===== src/rtl/pic_nested.sv =====
// Nested-priority interrupt controller: latches device requests, arbitrates by
// line index against the in-service set, and exposes a small register window.
module pic_nested #(
  parameter int                NUM_IRQ  = 8,
  parameter int                DATA_W   = 16,
  parameter logic [DATA_W-1:0] VEC_BASE = '0
) (
  input  logic               clk,
  input  logic               rst,
  input  logic [NUM_IRQ-1:0] irq_in,
  output logic               INT,
  input  logic               intack,
  output logic [DATA_W-1:0]  vector,
  input  logic               sel,
  input  logic [1:0]         a,
  input  logic               wr,
  input  logic [DATA_W-1:0]  wdata,
  output logic [DATA_W-1:0]  rdata
);

  localparam int IW = $clog2(NUM_IRQ + 1);

  logic [NUM_IRQ-1:0] mask_q, mask_d;
  logic [NUM_IRQ-1:0] mode_q, mode_d;
  logic [NUM_IRQ-1:0] pending_q, pending_d;
  logic [NUM_IRQ-1:0] isr_q, isr_d;
  logic [NUM_IRQ-1:0] irq_prev_q, irq_prev_d;

  logic [NUM_IRQ-1:0] req, win_oh, cur_oh, set_v, wdata_n;
  logic [IW-1:0]      win, cur;
  logic               int_req, ack, wr_en;
  logic [DATA_W-1:0]  unused_wdata;

  assign unused_wdata = wdata;
  assign wdata_n      = wdata[NUM_IRQ-1:0];

  // Lowest set bit of a vector isolates the highest-priority line as a one-hot mask.
  always_comb begin
    req     = pending_q & ~mask_q;
    win_oh  = req & (~req + NUM_IRQ'(1));
    cur_oh  = isr_q & (~isr_q + NUM_IRQ'(1));
    win     = IW'(NUM_IRQ);
    cur     = IW'(NUM_IRQ);
    for (int i = NUM_IRQ - 1; i >= 0; i--) begin
      if (req[i])   win = IW'(i);
      if (isr_q[i]) cur = IW'(i);
    end
    int_req = (req != '0) && (win < cur);
  end

  assign INT    = int_req;
  assign vector = VEC_BASE + DATA_W'(int_req ? win : IW'(NUM_IRQ));

  // Clears are applied first so a same-cycle set always survives.
  always_comb begin
    wr_en      = sel & wr;
    ack        = intack & int_req;
    set_v      = irq_in & ~(mode_q & irq_prev_q);
    irq_prev_d = irq_in;

    mask_d = (wr_en && a == 2'd0) ? wdata_n : mask_q;
    mode_d = (wr_en && a == 2'd2) ? wdata_n : mode_q;

    pending_d = pending_q;
    if (ack)                  pending_d = pending_d & ~win_oh;
    if (wr_en && a == 2'd1)   pending_d = pending_d & ~wdata_n;
    pending_d = pending_d | set_v;

    isr_d = isr_q;
    if (wr_en && a == 2'd3)   isr_d = isr_d & ~cur_oh;
    if (ack)                  isr_d = isr_d | win_oh;
  end

  always_comb begin
    rdata = '0;
    case (a)
      2'd0:    rdata[NUM_IRQ-1:0] = mask_q;
      2'd1:    rdata[NUM_IRQ-1:0] = pending_q;
      2'd2:    rdata[NUM_IRQ-1:0] = mode_q;
      default: rdata[NUM_IRQ-1:0] = isr_q;
    endcase
  end

  always_ff @(posedge clk) begin
    if (rst) begin
      mask_q     <= '1;
      mode_q     <= '0;
      pending_q  <= '0;
      isr_q      <= '0;
      irq_prev_q <= '0;
    end else begin
      mask_q     <= mask_d;
      mode_q     <= mode_d;
      pending_q  <= pending_d;
      isr_q      <= isr_d;
      irq_prev_q <= irq_prev_d;
    end
  end

endmodule


===== config.mk =====
export PLATFORM = sky130hd
export DESIGN_NAME = pic_nested
export DESIGN_NICKNAME = d
export VERILOG_FILES = /design/src/rtl/pic_nested.sv
export SDC_FILE = /design/constraint.sdc
export NUM_CORES = 1
export LEC_CHECK = 0
export ABC_AREA = 1
export BUFFER_PORTS_ARGS = -buffer_cell sky130_fd_sc_hd__buf_2
export CAP_MARGIN = 30
export CORE_MARGIN = 2
export CORE_UTILIZATION = 47
export CTS_CLUSTER_DIAMETER = 100
export DETAILED_ROUTE_END_ITERATION = 6
export GPL_ROUTABILITY_DRIVEN = 1
export PLACE_DENSITY = 0.87
export SLEW_MARGIN = 30
export SYNTH_ARGS = -nofsm -noshare
export SYNTH_HDL_FRONTEND = slang
export SYNTH_SLANG_ARGS = --single-unit

===== constraint.sdc =====
create_clock -name clk -period 2.05 [get_ports clk]
set_input_delay 0.41 -clock clk [delete_from_list [all_inputs] [get_ports clk]]
set_output_delay 0.41 -clock clk [all_outputs]
set_load 0.005 [all_outputs]

# == Yosys cells after proc, flatten, opt, wreduce, memory -nomap -nowiden ==
# Index checks and enable logic that the tools add are counted.
# totals
out_inout_bits,33
word_cells,59
ff_bits,40
input_bits,31
# op_classes
bitwise,19
mux,22
eq_ne,3
order_cmp,1
reduce_logical,7
n_addsub,2
# ops
op,n
4-bit 2-to-1 mux,17
8-bit AND,8
8-bit NOT,7
8-bit 2-to-1 mux,4
8-bit one-hot mux with 3 select lines,1
8-bit by 1-bit adder with 8-bit output (second input constant),2
8-bit bitwise OR,2
8-bit nonzero test,1
1-bit logical AND,5
2-bit equality test (second input constant),2
4-bit less-than comparator,1
1-bit AND,2
2-bit by 1-bit equality test with 1-bit output (second input constant),1
2-bit zero test,1

# == Depth between registers and ports, before layout ==
# depth
ltp_word,17
depth_mapped,15
mapped_depth_nobuf,15

# == Worst setup path before layout ==
# No wires, ideal clock.
# synth_timing
path_kind,register to output
startpoint,reg pending_q[2]
endpoint,out vector[1]
required_ps,1640
path_slack_ps,-287
n_path_buf,0
stages_incl_launch_ff,13
arrival_time_ps,1927
cell_sequence,dfxtp_1 -> inv_1 -> or2_1 -> nand2_1 -> nor2_1 -> inv_2 -> nor3_2 -> ha_1 -> nand2_1 -> inv_1 -> nor3_4 -> nand2_1 -> nor3_1
# synth_via
elab_chain_len,7
word_cells_on_any_way,8
cone_classes,1 x order compare; 4 x mux; 1 x bitwise; 2 x reduce/logical
# synth_rtl
element,line_no,text
from (decl),25,"logic [NUM_IRQ-1:0] pending_q, pending_d;"
from (signal assigned),94,pending_q <= pending_d;
8-bit AND (*),39,req = pending_q & ~mask_q;
4-bit 2-to-1 mux (3 in series),45,if (req[i]) win = IW'(i);
4-bit less-than comparator,48,int_req = (req != '0) && (win < cur);
1-bit logical AND,48,
4-bit 2-to-1 mux (*),52,assign vector = VEC_BASE + DATA_W'(int_req ? win : IW'(NUM_IRQ));
to (decl),13,"output logic [DATA_W-1:0] vector,"
# Every way passes the cells marked *; elsewhere a longest branch is shown, timed or not.

# == Final worst setup path ==
# layout_timing
startpoint,reg pending_q[3]
endpoint,out vector[1]
# layout_via
elab_chain_len,8
word_cells_on_any_way,9
cone_classes,1 x order compare; 5 x mux; 1 x bitwise; 2 x reduce/logical
# layout_rtl
element,line_no
8-bit AND (*),39
4-bit 2-to-1 mux (4 in series),45
4-bit less-than comparator,48
1-bit logical AND,48
4-bit 2-to-1 mux (*),52
# Marked as above.

==> metrics.cfg <==
[clock_tree]
clock_path_buffers = 2
path_clk_slew_ns = 0.08
cts_buffers = 5
cts_tree = built
hold_buffers = 0
htreeDepth = 2
clock-sinks = 40
clock_latency_ns = 0.30
root_buffer = clkbuf_8

[layout]
num-fill-cells = 393
layout_commonest_cell = nand2_1
insertedDiodeCount = 0
fin_area_mm2 = 0.00303
drive_above_1_share = 0.296
area_delta_synth_final_pct = 32.9
final_cells = 490
nets = 469
final_cell_mix = nand2_1 (84), nor2_1 (51), buf_4 (45)

[floorplan]
initial_core_util = 0.486
dieArea_mm2 = 0.00542
rows = 25
dieWidth_um = 73.6
fp.dieH_um = 73.6
core_region_area_mm2 = 0.00469
io_pins = 64

[setup_path]
critical-path-max-stage-delay_ns = 0.34
start_kind = flip-flop
worstPathArrival_ns = 2.13
worstSetupPathType = reg2out
critical_path_required_ns = 1.64
r2r-end = isr_q[0]
crit_chain = inv_2, or2_4, nand2_4, nor2_4, inv_2, nor3_4, ha_1, nand2_1, inv_2, nor3_4, nand2_4, nor3_2, buf_2
ff2ff_path_depth = 15
critical-path-top-delay-family = simple AND/OR/NAND/NOR gates
critPathMaxFanout = 5
slowest_stage = dfxtp_2
path_common_cell = inv_2
rrSetupSlack_ns = -0.11
cp-endpoint = vector[1]
worst-path-buf-inv = 4
crit_cells = 13
end_kind = output pin
cp-startpoint = pending_q[3]
reg2reg_from = pending_q[3]

[sta]
fin_crit_sh = 1.24
period_needed_ns = 2.54
max_freq_mhz = 394
setup_ws_ns = -0.489
finalHoldViolCount = 0
maxSlewViolCount = 0
setup_viol = 20
grt_setup_unrepaired = true
skew_ns = 0.00669

[power_and_ir_drop]
irDropWorstVdd_v = 0.000513
p_per_area_mw_per_mm2 = 606
p_sw_frac = 0.274
power_frac_seq = 0.454
p_leak_nw = 1.52
pwr-share-clk = 0.351
p_sw_w = 0.000502
p_comb_frac = 0.195
p_int_w = 0.00133

[grt]
grt_util_all_layers = 0.244
grt_max_degree = 17
grt_pass1_wl_um = 10200
grt_overflow_total = 0
grt_pass1_vias = 2311
grt_antenna_before_repair = 0

[drt]
viasPerCell = 5.03
drc_errors = 0
wl_um = 6130
post_drt_wl_per_cell_um = 12.5
vias = 2463
dr.first_iter.drc_count = 159
ant_nets = 0
drt_first_pass_iters = 4

[yosys]
syn_area_mm2 = 0.00228
ys_ff_latch = 40
yosys-mux-area-fraction = 0
synth_xor_area_frac = 0
yosys.area_share.simple = 0.327
ys_seq_area_frac = 0.351
synth_adder_area_share = 0.0165
syn_inst = 352
yosysTopAreaCell = dfxtp_1
synth-compound-area-share = 0.142
synth_top_family_by_area = simple AND/OR/NAND/NOR gates
synth_top_area_frac = 0.351
synthTopCellsByArea = dfxtp_1 (35%), nand2_1 (15%), nor2_1 (9.4%), inv_1 (8.2%), buf_4 (6.6%)
ys_types = 31
postSynthAreaPerCell_um2 = 6.48
ys_warn_count = 0

[placed_design]
numPortBuffers = 35
dp_hpwl_um = 4350
gp_congestion = 0.908
placed_cell_area_mm2 = 0.00277
dp_cells = 476

[status]
status = complete, but fails checks
failed_checks = setup timing

[job]
cap_violations = 0

[min_path]
hold_class = in2reg

-- worst reg2reg max path, stage by stage (launching register included) --
cell,delay [ns]
dfxtp_2,0.34
inv_2,0.04
or2_4,0.24
nand2_4,0.11
nor2_4,0.05
inv_2,0.09
nor3_4,0.04
ha_1,0.28
nand2_1,0.07
inv_2,0.04
nor3_4,0.17
buf_4,0.20
nand3_4,0.14
clkinv_4,0.11
nand2_1,0.08
a21oi_2,0.12
-- repair_timing --
| item | in CTS | in global routing |
|---|---|---|
| resized for setup | 16 | 11 |
| buffers inserted | 7 | 2 |
| cloned | 1 | 0 |
| pin swaps | 4 | 1 |
| endpoints found under the setup margin | 21 | 21 |
-- stage by stage --
step / setup WS, ns / util / hold WS, ns / TNS [ns] / power (W)
after floorplan: -0.172 / - / 0.443 / -0.659 / 0.00104
after global placement: -0.170 / 0.590 / 0.453 / -1.66 / 0.00115
after detailed placement: -0.199 / 0.590 / 0.464 / -2.35 / 0.00116
after CTS: -0.429 / 0.634 / 0.329 / -2.60 / 0.00181
after global routing: -0.617 / 0.646 / 0.338 / -6.36 / 0.00192
final: -0.489 / 0.646 / 0.327 / -3.33 / 0.00184
-- logic make-up after synthesis --
group / after synthesis
compound gates: 52
other cells: 1
fa+ha+maj: 3
simple gates: 178
flops: 40
buf+inv: 78
-- worst min-delay path by stage --
stage | to | startpoint | slack (ns) | cells past startpoint
after floorplan | pending_q[4] | irq_prev_q[4] | 0.44 | 3
after global placement | pending_q[6] | irq_prev_q[6] | 0.45 | 3
after detailed placement | pending_q[0] | irq_prev_q[0] | 0.46 | 3
after CTS | irq_prev_q[7] | irq_in[7] | 0.33 | 3
after global routing | irq_prev_q[3] | irq_in[3] | 0.34 | 3
final | irq_prev_q[7] | irq_in[7] | 0.33 | 3
-- cell type report --
class / instances / area (um^2) / share of cell area
multi-input combinational: 254 / 1310 / 0.434
sequential: 40 / 805 / 0.265
timing repair buffer: 81 / 533 / 0.176
inverter: 53 / 204 / 0.0673
clock buffer: 6 / 72.6 / 0.0239
tap: 54 / 67.6 / 0.0223
clock inverter: 2 / 35.0 / 0.0116
-- state kept, by name (all words and copies together) (netlist names) --
name and count:
mask_q 8, pending_q 8, mode_q 8, irq_prev_q 8
isr_q 8
-- cells in the mapped netlist --
| master | instances |
|---|---|
| nand2_1 | 90 |
| nor2_1 | 57 |
| inv_1 | 50 |
| dfxtp_1 | 40 |
| o21ai_0 | 27 |
| buf_4 | 20 |
| nand3_1 | 17 |
| a221oi_1 | 6 |
| a21oi_1 | 5 |
| a21oi_2 | 5 |
| nor3_1 | 5 |
| clkbuf_1 | 4 |
| ha_1 | 3 |
| a22oi_1 | 2 |
| nand4_1 | 2 |
| o211ai_1 | 2 |
| o21bai_1 | 2 |
| or2_1 | 2 |
| a31oi_1 | 1 |
| buf_1 | 1 |
| clkinv_1 | 1 |
| clkinv_2 | 1 |
| conb_1 | 1 |
| inv_2 | 1 |
| nand2_2 | 1 |
| nand3_4 | 1 |
| nor3_2 | 1 |
| nor3_4 | 1 |
| o2111ai_1 | 1 |
| o22ai_1 | 1 |
| or2_4 | 1 |
-- layer usage --
layer  track usage  part of all wire  up-vias
li1              -                 -     1242
met1         0.290              0.42     1095
met2         0.439              0.50      113
met3        0.0549             0.063       13
met4        0.0646             0.020        0
met5             0                 0        -
-- power by group through the flow --
stage                     logic [W]  clock network, W  registers (W)
after global routing       0.000398          0.000679       0.000837
after CTS                  0.000337          0.000644       0.000832
final                      0.000357          0.000644       0.000834
after global placement     0.000302                 0       0.000847
after floorplan            0.000196                 0       0.000845
after detailed placement   0.000310                 0       0.000848
(Power assumes the default switching activity.)
